--- src/rtl/ravenoc_pkg.sv ---
// Shared NoC definitions: flit type encoding, field positions and the
// per-VC framing state used by the edge sink, the NI and the router.
package ravenoc_pkg;

  // Default flit geometry: type in the top two bits, pkt_size in the low bits.
  localparam int DEF_FLIT_WIDTH   = 34;
  localparam int DEF_PKT_SZ_WIDTH = 8;
  localparam int FLIT_TYPE_WIDTH  = 2;

  typedef enum logic [1:0] {
    HEAD_FLIT      = 2'b00,
    BODY_FLIT      = 2'b01,
    TAIL_FLIT      = 2'b10,
    HEAD_TAIL_FLIT = 2'b11
  } flit_type_t;

  typedef enum logic {
    VC_IDLE  = 1'b0,
    VC_DRAIN = 1'b1
  } vc_state_t;

  // A flit opens a packet when it is a head or a single-flit head_tail.
  function automatic logic is_head_flit(input flit_type_t t);
    return (t == HEAD_FLIT) || (t == HEAD_TAIL_FLIT);
  endfunction

endpackage

--- src/rtl/ravenoc_edge_sink_if.sv ---
// Router-to-sink flit link. The router is the master (valid/flit/vc_id),
// the edge sink is the slave that returns a per-VC ready.
interface ravenoc_edge_sink_if #(
  parameter int FLIT_WIDTH  = 34,
  parameter int N_VIRT_CHN  = 2,
  parameter int VC_ID_WIDTH = 1
);
  logic                   valid;
  logic [FLIT_WIDTH-1:0]  flit;
  logic [VC_ID_WIDTH-1:0] vc_id;
  logic [N_VIRT_CHN-1:0]  ready;

  modport master (output valid, output flit, output vc_id, input ready);
  modport slave  (input valid, input flit, input vc_id, output ready);
endinterface

--- src/rtl/ravenoc_edge_vc_tracker.sv ---
// Framing tracker for one virtual channel: follows head/body/tail order,
// counts down the flits still owed by the open packet and flags every
// framing violation with a single-cycle pulse on the accepting cycle.
module ravenoc_edge_vc_tracker
  import ravenoc_pkg::*;
#(
  parameter int PKT_SZ_WIDTH = DEF_PKT_SZ_WIDTH
) (
  input  logic                    clk_noc,
  input  logic                    arst_noc,
  input  logic                    accept_i,
  input  flit_type_t              flit_type_i,
  input  logic [PKT_SZ_WIDTH-1:0] pkt_size_i,
  output logic                    proto_err_o,
  output logic                    busy_o
);

  localparam logic [PKT_SZ_WIDTH-1:0] REM_ZERO = {PKT_SZ_WIDTH{1'b0}};
  localparam logic [PKT_SZ_WIDTH-1:0] REM_ONE  = PKT_SZ_WIDTH'(1);

  vc_state_t               state_d, state_q;
  logic [PKT_SZ_WIDTH-1:0] rem_d, rem_q;
  logic                    proto_err;

  // Next-state / remaining-flit logic; only an accepted flit moves the FSM.
  always_comb begin
    state_d   = state_q;
    rem_d     = rem_q;
    proto_err = 1'b0;
    if (accept_i) begin
      case (state_q)
        VC_IDLE: begin
          case (flit_type_i)
            HEAD_TAIL_FLIT: begin
              state_d = VC_IDLE;
            end
            HEAD_FLIT: begin
              if (pkt_size_i != REM_ZERO) begin
                state_d = VC_DRAIN;
                rem_d   = pkt_size_i;
              end else begin
                proto_err = 1'b1;
              end
            end
            BODY_FLIT, TAIL_FLIT: begin
              // Orphan continuation flit with no open packet.
              proto_err = 1'b1;
            end
            default: begin
              proto_err = 1'b1;
            end
          endcase
        end
        VC_DRAIN: begin
          case (flit_type_i)
            BODY_FLIT: begin
              if (rem_q > REM_ONE) begin
                rem_d = rem_q - REM_ONE;
              end else begin
                // Body where the tail is due: keep waiting for the tail.
                proto_err = 1'b1;
                rem_d     = REM_ONE;
              end
            end
            TAIL_FLIT: begin
              state_d   = VC_IDLE;
              rem_d     = REM_ZERO;
              proto_err = (rem_q != REM_ONE);
            end
            HEAD_FLIT: begin
              // Abandon the open packet and restart on the new head.
              proto_err = 1'b1;
              if (pkt_size_i != REM_ZERO) begin
                state_d = VC_DRAIN;
                rem_d   = pkt_size_i;
              end else begin
                state_d = VC_IDLE;
                rem_d   = REM_ZERO;
              end
            end
            HEAD_TAIL_FLIT: begin
              proto_err = 1'b1;
              state_d   = VC_IDLE;
              rem_d     = REM_ZERO;
            end
            default: begin
              proto_err = 1'b1;
            end
          endcase
        end
        default: begin
          state_d = VC_IDLE;
          rem_d   = REM_ZERO;
        end
      endcase
    end else begin
      state_d = state_q;
      rem_d   = rem_q;
    end
  end

  // FSM state and remaining-flit counter registers.
  always_ff @(posedge clk_noc or posedge arst_noc) begin
    if (arst_noc) begin
      state_q <= VC_IDLE;
      rem_q   <= REM_ZERO;
    end else begin
      state_q <= state_d;
      rem_q   <= rem_d;
    end
  end

  assign proto_err_o = proto_err;
  assign busy_o      = (state_q == VC_DRAIN);

endmodule

--- src/rtl/ravenoc_edge_sink.sv ---
// Active terminator for an unconnected mesh-edge router port. Accepts every
// flit, tracks framing per VC, keeps saturating traffic/error counters,
// captures the first misrouted head and raises a sticky IRQ.
module ravenoc_edge_sink
  import ravenoc_pkg::*;
#(
  parameter int FLIT_WIDTH   = DEF_FLIT_WIDTH,
  parameter int N_VIRT_CHN   = 2,
  parameter int VC_ID_WIDTH  = 1,
  parameter int PKT_SZ_WIDTH = DEF_PKT_SZ_WIDTH,
  parameter int CNT_WIDTH    = 16
) (
  input  logic                   clk_noc,
  input  logic                   arst_noc,
  ravenoc_edge_sink_if.slave     fin,
  input  logic                   clear_i,
  output logic                   err_irq_o,
  output logic [CNT_WIDTH-1:0]   pkt_cnt_o,
  output logic [CNT_WIDTH-1:0]   flit_cnt_o,
  output logic [CNT_WIDTH-1:0]   proto_err_cnt_o,
  output logic [FLIT_WIDTH-1:0]  first_hdr_o,
  output logic [VC_ID_WIDTH-1:0] first_vc_o,
  output logic                   first_vld_o,
  output logic [N_VIRT_CHN-1:0]  busy_o
);

  localparam logic [CNT_WIDTH-1:0]   CNT_ZERO = {CNT_WIDTH{1'b0}};
  localparam logic [CNT_WIDTH-1:0]   CNT_MAX  = {CNT_WIDTH{1'b1}};
  localparam logic [FLIT_WIDTH-1:0]  HDR_ZERO = {FLIT_WIDTH{1'b0}};
  localparam logic [VC_ID_WIDTH-1:0] VC_ZERO  = {VC_ID_WIDTH{1'b0}};

  // Saturating +1: counters stick at all-ones instead of wrapping.
  function automatic logic [CNT_WIDTH-1:0] sat_inc(input logic [CNT_WIDTH-1:0] c,
                                                   input logic en);
    if (en && (c != CNT_MAX)) begin
      return c + CNT_WIDTH'(1);
    end else begin
      return c;
    end
  endfunction

  logic [N_VIRT_CHN-1:0]   ready_d, ready_q, ready_gated;
  logic [N_VIRT_CHN-1:0]   vc_accept, vc_err, vc_busy;
  logic                    ready_sel, accept, is_head, proto_err;
  flit_type_t              flit_type;
  logic [PKT_SZ_WIDTH-1:0] pkt_size;

  logic [CNT_WIDTH-1:0]    pkt_cnt_d, pkt_cnt_q;
  logic [CNT_WIDTH-1:0]    flit_cnt_d, flit_cnt_q;
  logic [CNT_WIDTH-1:0]    proto_err_cnt_d, proto_err_cnt_q;
  logic [FLIT_WIDTH-1:0]   first_hdr_d, first_hdr_q;
  logic [VC_ID_WIDTH-1:0]  first_vc_d, first_vc_q;
  logic                    first_vld_d, first_vld_q;
  logic                    err_irq_d, err_irq_q;

  // Ready is held low for one cycle after reset and whenever clear is high,
  // so a clear never races an accept.
  assign ready_gated = ready_q & ~{N_VIRT_CHN{clear_i}};
  assign fin.ready   = ready_gated;

  // Decode the incoming flit and form the per-VC accept strobes; a VC id
  // outside the implemented range matches no ready bit and is never accepted.
  always_comb begin
    flit_type = flit_type_t'(fin.flit[FLIT_WIDTH-1 -: FLIT_TYPE_WIDTH]);
    pkt_size  = fin.flit[PKT_SZ_WIDTH-1:0];
    ready_sel = 1'b0;
    vc_accept = {N_VIRT_CHN{1'b0}};
    for (int v = 0; v < N_VIRT_CHN; v++) begin
      if (fin.vc_id == VC_ID_WIDTH'(v)) begin
        ready_sel = ready_gated[v];
      end else begin
        ready_sel = ready_sel;
      end
    end
    accept = fin.valid & ready_sel;
    for (int v = 0; v < N_VIRT_CHN; v++) begin
      vc_accept[v] = accept & (fin.vc_id == VC_ID_WIDTH'(v));
    end
    is_head   = is_head_flit(flit_type);
    proto_err = |vc_err;
  end

  for (genvar v = 0; v < N_VIRT_CHN; v++) begin : g_vc
    ravenoc_edge_vc_tracker #(
      .PKT_SZ_WIDTH (PKT_SZ_WIDTH)
    ) u_tracker (
      .clk_noc     (clk_noc),
      .arst_noc    (arst_noc),
      .accept_i    (vc_accept[v]),
      .flit_type_i (flit_type),
      .pkt_size_i  (pkt_size),
      .proto_err_o (vc_err[v]),
      .busy_o      (vc_busy[v])
    );
  end

  // Next values of ready, counters, first-head capture and IRQ.
  always_comb begin
    ready_d = {N_VIRT_CHN{1'b1}};
    if (clear_i) begin
      pkt_cnt_d       = CNT_ZERO;
      flit_cnt_d      = CNT_ZERO;
      proto_err_cnt_d = CNT_ZERO;
      first_hdr_d     = HDR_ZERO;
      first_vc_d      = VC_ZERO;
      first_vld_d     = 1'b0;
      err_irq_d       = 1'b0;
    end else begin
      pkt_cnt_d       = sat_inc(pkt_cnt_q, accept & is_head);
      flit_cnt_d      = sat_inc(flit_cnt_q, accept);
      proto_err_cnt_d = sat_inc(proto_err_cnt_q, proto_err);
      if (accept && is_head && !first_vld_q) begin
        first_hdr_d = fin.flit;
        first_vc_d  = fin.vc_id;
        first_vld_d = 1'b1;
      end else begin
        first_hdr_d = first_hdr_q;
        first_vc_d  = first_vc_q;
        first_vld_d = first_vld_q;
      end
      // Any flit reaching the edge is a misroute.
      err_irq_d = err_irq_q | accept;
    end
  end

  // Status and statistics registers.
  always_ff @(posedge clk_noc or posedge arst_noc) begin
    if (arst_noc) begin
      ready_q         <= {N_VIRT_CHN{1'b0}};
      pkt_cnt_q       <= CNT_ZERO;
      flit_cnt_q      <= CNT_ZERO;
      proto_err_cnt_q <= CNT_ZERO;
      first_hdr_q     <= HDR_ZERO;
      first_vc_q      <= VC_ZERO;
      first_vld_q     <= 1'b0;
      err_irq_q       <= 1'b0;
    end else begin
      ready_q         <= ready_d;
      pkt_cnt_q       <= pkt_cnt_d;
      flit_cnt_q      <= flit_cnt_d;
      proto_err_cnt_q <= proto_err_cnt_d;
      first_hdr_q     <= first_hdr_d;
      first_vc_q      <= first_vc_d;
      first_vld_q     <= first_vld_d;
      err_irq_q       <= err_irq_d;
    end
  end

  assign err_irq_o       = err_irq_q;
  assign pkt_cnt_o       = pkt_cnt_q;
  assign flit_cnt_o      = flit_cnt_q;
  assign proto_err_cnt_o = proto_err_cnt_q;
  assign first_hdr_o     = first_hdr_q;
  assign first_vc_o      = first_vc_q;
  assign first_vld_o     = first_vld_q;
  assign busy_o          = vc_busy;

endmodule

--- src/flat_wrapper.sv ---
// flat-port wrapper written by rule: the top's interface ports become plain ports
module ravenoc_edge_sink_flat import ravenoc_pkg::*;
#(
  parameter int FLIT_WIDTH   = DEF_FLIT_WIDTH,
  parameter int N_VIRT_CHN   = 2,
  parameter int VC_ID_WIDTH  = 1,
  parameter int PKT_SZ_WIDTH = DEF_PKT_SZ_WIDTH,
  parameter int CNT_WIDTH    = 16
)
  (clk_noc, arst_noc, clear_i, err_irq_o, pkt_cnt_o, flit_cnt_o, proto_err_cnt_o, first_hdr_o, first_vc_o, first_vld_o, busy_o, fin_valid, fin_flit, fin_vc_id, fin_ready);
  ravenoc_edge_sink_if #(.FLIT_WIDTH(FLIT_WIDTH), .N_VIRT_CHN(N_VIRT_CHN), .VC_ID_WIDTH(VC_ID_WIDTH)) fin_i ();
  input  logic clk_noc;
  input  logic arst_noc;
  input  logic clear_i;
  output logic err_irq_o;
  output logic [CNT_WIDTH-1:0] pkt_cnt_o;
  output logic [CNT_WIDTH-1:0] flit_cnt_o;
  output logic [CNT_WIDTH-1:0] proto_err_cnt_o;
  output logic [FLIT_WIDTH-1:0] first_hdr_o;
  output logic [VC_ID_WIDTH-1:0] first_vc_o;
  output logic first_vld_o;
  output logic [N_VIRT_CHN-1:0] busy_o;
  input wire logic [$bits(fin_i.valid)-1:0] fin_valid;
  input wire logic [$bits(fin_i.flit)-1:0] fin_flit;
  input wire logic [$bits(fin_i.vc_id)-1:0] fin_vc_id;
  output wire logic [$bits(fin_i.ready)-1:0] fin_ready;
  assign fin_i.valid = fin_valid;
  assign fin_i.flit = fin_flit;
  assign fin_i.vc_id = fin_vc_id;
  assign fin_ready = fin_i.ready;
  ravenoc_edge_sink #(.FLIT_WIDTH(FLIT_WIDTH), .N_VIRT_CHN(N_VIRT_CHN), .VC_ID_WIDTH(VC_ID_WIDTH), .PKT_SZ_WIDTH(PKT_SZ_WIDTH), .CNT_WIDTH(CNT_WIDTH)) u_core (.clk_noc(clk_noc), .arst_noc(arst_noc), .fin(fin_i), .clear_i(clear_i), .err_irq_o(err_irq_o), .pkt_cnt_o(pkt_cnt_o), .flit_cnt_o(flit_cnt_o), .proto_err_cnt_o(proto_err_cnt_o), .first_hdr_o(first_hdr_o), .first_vc_o(first_vc_o), .first_vld_o(first_vld_o), .busy_o(busy_o));
endmodule
--- config.mk ---
export PLATFORM = sky130hd
export DESIGN_NAME = ravenoc_edge_sink_flat
export DESIGN_NICKNAME = d
export VERILOG_FILES = /design/src/rtl/ravenoc_pkg.sv /design/src/rtl/ravenoc_edge_sink_if.sv /design/src/rtl/ravenoc_edge_vc_tracker.sv /design/src/rtl/ravenoc_edge_sink.sv /design/src/flat_wrapper.sv
export SDC_FILE = /design/constraint.sdc
export NUM_CORES = 1
export LEC_CHECK = 0
export ABC_AREA = 1
export CORE_AREA = 2 2 148 186
export CTS_CLUSTER_SIZE = 24
export DETAILED_ROUTE_END_ITERATION = 10
export DIE_AREA = 0 0 150 188
export DONT_BUFFER_PORTS = 1
export SYNTH_ARGS = -nofsm -noshare
export SYNTH_HDL_FRONTEND = slang
export SYNTH_SLANG_ARGS = --single-unit
--- constraint.sdc ---
create_clock -name clk_noc -period 3.7 [get_ports clk_noc]
set_input_delay 1.11 -clock clk_noc [delete_from_list [all_inputs] [get_ports clk_noc]]
set_output_delay 1.11 -clock clk_noc [all_outputs]
set_load 0.005 [all_outputs]
## Word level (Yosys, flattened, before mapping)

Cells that the tools add are included.
W data, S select, Z words.

- Output and inout bits: 89
- Bits in registers: 104
- Bits of input ports: 39

- Reductions and logical operators: 19
- Mux-type cells: 38
- Add/subtract/negate cells: 5
- Bitwise logic cells: 10
- $lt $le $gt $ge: 2
- Equality and inequality tests: 12

Operator list:

| operator | number |
|---|---|
| $mux W16 | 6 |
| $mux W34 | 2 |
| $add A16 B1 Y16 const B | 3 |
| $ne A16 B16 Y1 const B | 3 |
| $pmux W8 S3 | 2 |
| $mux W8 | 5 |
| $pmux W8 S2 | 2 |
| $gt A8 B1 Y1 const B | 2 |
| $ne A8 B1 Y1 const B | 2 |
| $sub A8 B1 Y8 const B | 2 |
| $mux W1 | 13 |
| $pmux W1 S2 | 6 |
| $reduce_bool A2 Y1 | 4 |
| $reduce_bool A8 Y1 | 1 |
| $reduce_or A2 Y1 | 4 |
| $ne A2 B1 Y1 const B | 3 |
| $pmux W1 S3 | 2 |
| $reduce_and A3 Y1 | 2 |
| $logic_and A1 B1 Y1 | 5 |
| $and A1 B1 Y1 | 4 |
| $eq A2 B2 Y1 const B | 2 |
| $not A1 Y1 | 3 |
| $and A2 B2 Y2 | 1 |
| $eq A2 B1 Y1 const B | 1 |
| other kinds (6) | 6 |

## Logic depth before layout (Yosys ltp)

- Depth in word-level cells: 10
- Mapped depth: 15

## By module

A second synthesis with hierarchy kept.

- Cell total of the unflattened synthesis: 897
- Area total of the unflattened synthesis: 6,377.4 sq um

By module, submodules not included:

| module | instances | area an instance (sq um) | sequential area each (sq um) | cells each |
|---|---|---|---|---|
| ravenoc_edge_sink | 1 | 4,535.6 | 2,152.1 | 607 |
| ravenoc_edge_vc_tracker | 2 | 920.9 | 225.2 | 145 |

## Worst setup path before layout

No wires, ideal clock.

- Path type: input -> output
- From: in clear_i
- To: out fin_ready[0]
- Cell stages on the path: 3
- Setup slack: 1.071 ns
- Arrival time: 1.519 ns
- Cell sequence: buf_2 -> nor2_4 -> buf_4

- Word-level cells in the longest chain between the ends: 2

Ends and longest elaborated chain:

| element | RTL line | source |
|---|---|---|
| from (decl) | flat_wrapper.sv:14 | `input logic clear_i;` |
| $not A2 Y2 | ravenoc_edge_sink.sv:58 | `assign ready_gated = ready_q & ~{N_VIRT_CHN{clear_i}};` |
| $and A2 B2 Y2 | ravenoc_edge_sink.sv:58 |  |
| to (decl) | flat_wrapper.sv:26 | `output wire logic [$bits(fin_i.ready)-1:0] fin_ready;` |

No other way between the ends.

## Worst setup path after layout

Same ends and word-level chain as after synthesis.

==> flow_metrics.env <==
export IMPL_h_tree_depth=3
export IMPL_totalWireLength_um=17100
export IMPL_p_leak_nw=3.05
export IMPL_final_cell_area_um2=6630
export IMPL_cts_sink_count=104
export IMPL_gr_usage_met2_pct=21.8
export IMPL_wl_per_cell_um=15.6
export IMPL_drcViolationCount=0
export IMPL_postSynthCellCount=760
export IMPL_top_usage_layer="met2"
export IMPL_syn_num_nets=810
export IMPL_placed_cell_area_um2=6330
export IMPL_crit_path_end_kind="output port"
export IMPL_vias=5041
export IMPL_port_buffers=0
export IMPL_cp_cell_sequence="nor2_4"
export IMPL_path_buf_inv=0
export IMPL_p_clk_share_pct=35.9
export IMPL_finalNetCount=793
export IMPL_grt_use_total_pct=12.1
export IMPL_crit_cells=1
export IMPL_p_seq_share_pct=48.7
export IMPL_grt_max_degree=105
export IMPL_n_antenna_cell=0
export IMPL_cts_setup_buffers=0
export IMPL_slew_viol_final=0
export IMPL_finalCritPeriodShare_pct=64.4
export IMPL_cts_repair_resized=0
export IMPL_pwr_density_cell_nw_per_um2=401
export IMPL_ys_seq_area_share_pct=43.2
export IMPL_ctsHoldBuffers=0
export IMPL_syn_cell_area_um2=6020
export IMPL_die_h_um=188
export IMPL_synth_cell_types=40
export IMPL_worstMarginPinSlew_ps=583
export IMPL_row_count=67
export IMPL_worstPathRequired_ps=2590
export IMPL_fillers=2947
export IMPL_synth_area_leader_cell="dfrtp_1"
export IMPL_grt_pass1_vias=5032
export IMPL_status="finished clean"
export IMPL_yosys_top_cells_area="dfrtp_1, nand3_1, nand2_1"
export IMPL_start_util_pct=22.7
export IMPL_numCtsBuffers=9
export IMPL_clk_latency_ps=360
export IMPL_place_gp_congestion=0.853
export IMPL_gr_usage_met3_pct=3.77
export IMPL_critical_path_class="primary input to output port"
export IMPL_rsz0062_at_grt="no"
export IMPL_fin_util_pct=25.0
export IMPL_layout_drive_gt1_share_pct=9.89
export IMPL_vias_per_cell=4.61
export IMPL_synth_top_area_share_pct=43.2
export IMPL_die_x_um=150
export IMPL_dr_pass1_iters=5
export IMPL_peakVddDrop_mv=0.162
export IMPL_skew_ps=14.9
export IMPL_min_period_ps=2380
export IMPL_crit_path_top_delay_cell="nor2_4"
export IMPL_grt_pass1_wl_um=26800
export IMPL_cts_tree="yes"
export IMPL_relSlewSlack_pct=61.1
export IMPL_r2r_cells=13
export IMPL_crit_family="simple AND/OR/NAND/NOR gates"
export IMPL_root_buffer="clkbuf_16"
export IMPL_p_sw_uw=827
export IMPL_swShare_pct=31.1
export IMPL_clock_fmax_mhz=420
export IMPL_synth_area_per_cell_um2=7.92
export IMPL_arrival_ps=1270
export IMPL_combinationalPowerShare_pct=15.4
export IMPL_grt_overflow_total=0
export IMPL_gr_usage_met1_pct=13.8
export IMPL_cts_path_max_buffers=2
export IMPL_hold_viol_final=0
export IMPL_coreArea_um2=26500
export IMPL_setup_viol=0
export IMPL_cpPeakStageDelay_ps=160
export IMPL_fin_setup_tns_ps=0
export IMPL_ys_ff_latch=104
export IMPL_dieArea_um2=28200
export IMPL_path_clk_slew_ps=60
export IMPL_drt_initial_drc_count=195
export IMPL_holdPathStages=2
export IMPL_cp_start_kind="primary input"
export IMPL_ioPinCount=128
export IMPL_area_delta_synth_final_pct=10.1
export IMPL_worstPathMaxFanout=8
export IMPL_maxCapViolCount=0
export IMPL_dp_hpwl_um=12500
export IMPL_yosys_warnings=0
export IMPL_ant_nets=0
export IMPL_hp_class="flop to flop"
export IMPL_antenna_found_initial=0
export IMPL_p_int_mw=1.83
==> power by group through the flow <==
stage               logic (mW)  clock network [mW]  registers, mW
CTS                      0.416               0.989           1.30
global route             0.472                1.03           1.31
floorplan                0.351                   0           1.29
global placement         0.411                   0           1.32
finish                   0.410               0.955           1.29
detailed placement       0.414                   0           1.32
==> sequential cells by signal (all words and copies together) (netlist names) <==
register / count
u_core.ready_q: 1
u_core.g_vc.u_tracker.rem_q: 16
u_core.err_irq_o: 1
u_core.first_vld_o: 1
u_core.proto_err_cnt_o: 16
u_core.pkt_cnt_o: 16
u_core.first_hdr_o: 34
u_core.g_vc.u_tracker.busy_o: 2
u_core.first_vc_o: 1
u_core.flit_cnt_o: 16
==> cell usage in the layout, fill, tap and decap left out, drive strengths merged, types with 8 or more instances in the layout <==
cell and count:
buf 8, nand2 154, nand3 129, xor2 27, nor3 20, dfrtp 104
nand4 25, o21ai 47, ha 11, a21oi 38, clkbuf 10, nor2 60
inv 81
==> layout make-up <==
| cell class | count | area (µm²) | share of cell area [%] |
|---|---|---|---|
| clock buffer | 10 | 239 | 3.61 |
| sequential | 104 | 2600 | 39.3 |
| clock inverter | 6 | 51.3 | 0.774 |
| multi-input combinational | 538 | 2920 | 44.0 |
| inverter | 82 | 313 | 4.72 |
| timing repair buffer | 8 | 72.6 | 1.10 |
| tap | 345 | 432 | 6.52 |
==> per-stage QoR <==
stage	total power [mW]	cells	hold slack [ps]	setup WS (ps)
global placement	1.73	1077	519	1020
global route	2.81	1093	561	1220
detailed placement	1.73	1077	519	1020
CTS	2.70	1093	540	1310
floorplan	1.64	760	473	1070
finish	2.66	1093	536	1320
==> cell families after synthesis <==
logic type | Yosys count | share of synthesized area, %
AO/OA/AOI/OAI | 105 | 9.54
flip-flops | 104 | 43.2
XOR/XNOR | 31 | 4.51
adder cells (fa/ha/maj) | 11 | 2.29
other | 1 | 0.0623
buffers and inverters | 118 | 8.34
AND/OR/NAND/NOR | 390 | 32.0
==> metal layers <==
metal / part of all wire (%) / vias to the layer above
met1: 41 / 2427
met5: 0 / -
li1: - / 2488
met4: 1.2 / 0
met2: 51 / 109
met3: 6.1 / 17
==> cells in the mapped netlist <==
library cell  count
buf_12            1
nand3_2          13
nand3_1         116
xnor2_1           4
buf_4             6
nand4_4           1
a22oi_1           2
nand2_2           6
inv_2             7
o21ai_2           1
o22ai_1           2
ha_1             11
nor2_2            5
buf_2            10
clkinv_1          2
dfrtp_1         104
o2bb2ai_1         2
nor4_2            1
inv_1            73
nor3_1           15
o31ai_1           3
conb_1            1
o21a_1            1
nor3_2            5
a31oi_1           4
nand4_2           1
nor2_1           51
clkbuf_1         14
o211ai_1          6
buf_1             4
nor2_4            4
xor2_1           27
o21ai_0          34
o21ai_1          12
nor3b_4           1
buf_6             1
nand2_4           3
a21oi_1          38
nand4_1          23
nand2_1         145
==> worst paths after layout <==
| path | startpoint | end | slack, ps |
|---|---|---|---|
| worst max-delay path | clear_i | fin_ready[0] | 1320 |
| worst min-delay path | u_core.first_hdr_o[27] | u_core.first_hdr_o[27] | 540 |
| worst max register to register | u_core.g_vc[0].u_tracker.rem_q[0] | u_core.proto_err_cnt_o[15] | 1540 |
| worst min register to register | u_core.first_hdr_o[27] | u_core.first_hdr_o[27] | 540 |
| max in group asynchronous | arst_noc | u_core.first_hdr_o[27] | 2460 |
| min in group asynchronous | arst_noc | u_core.err_irq_o | 780 |
(Power assumes the default switching activity.)
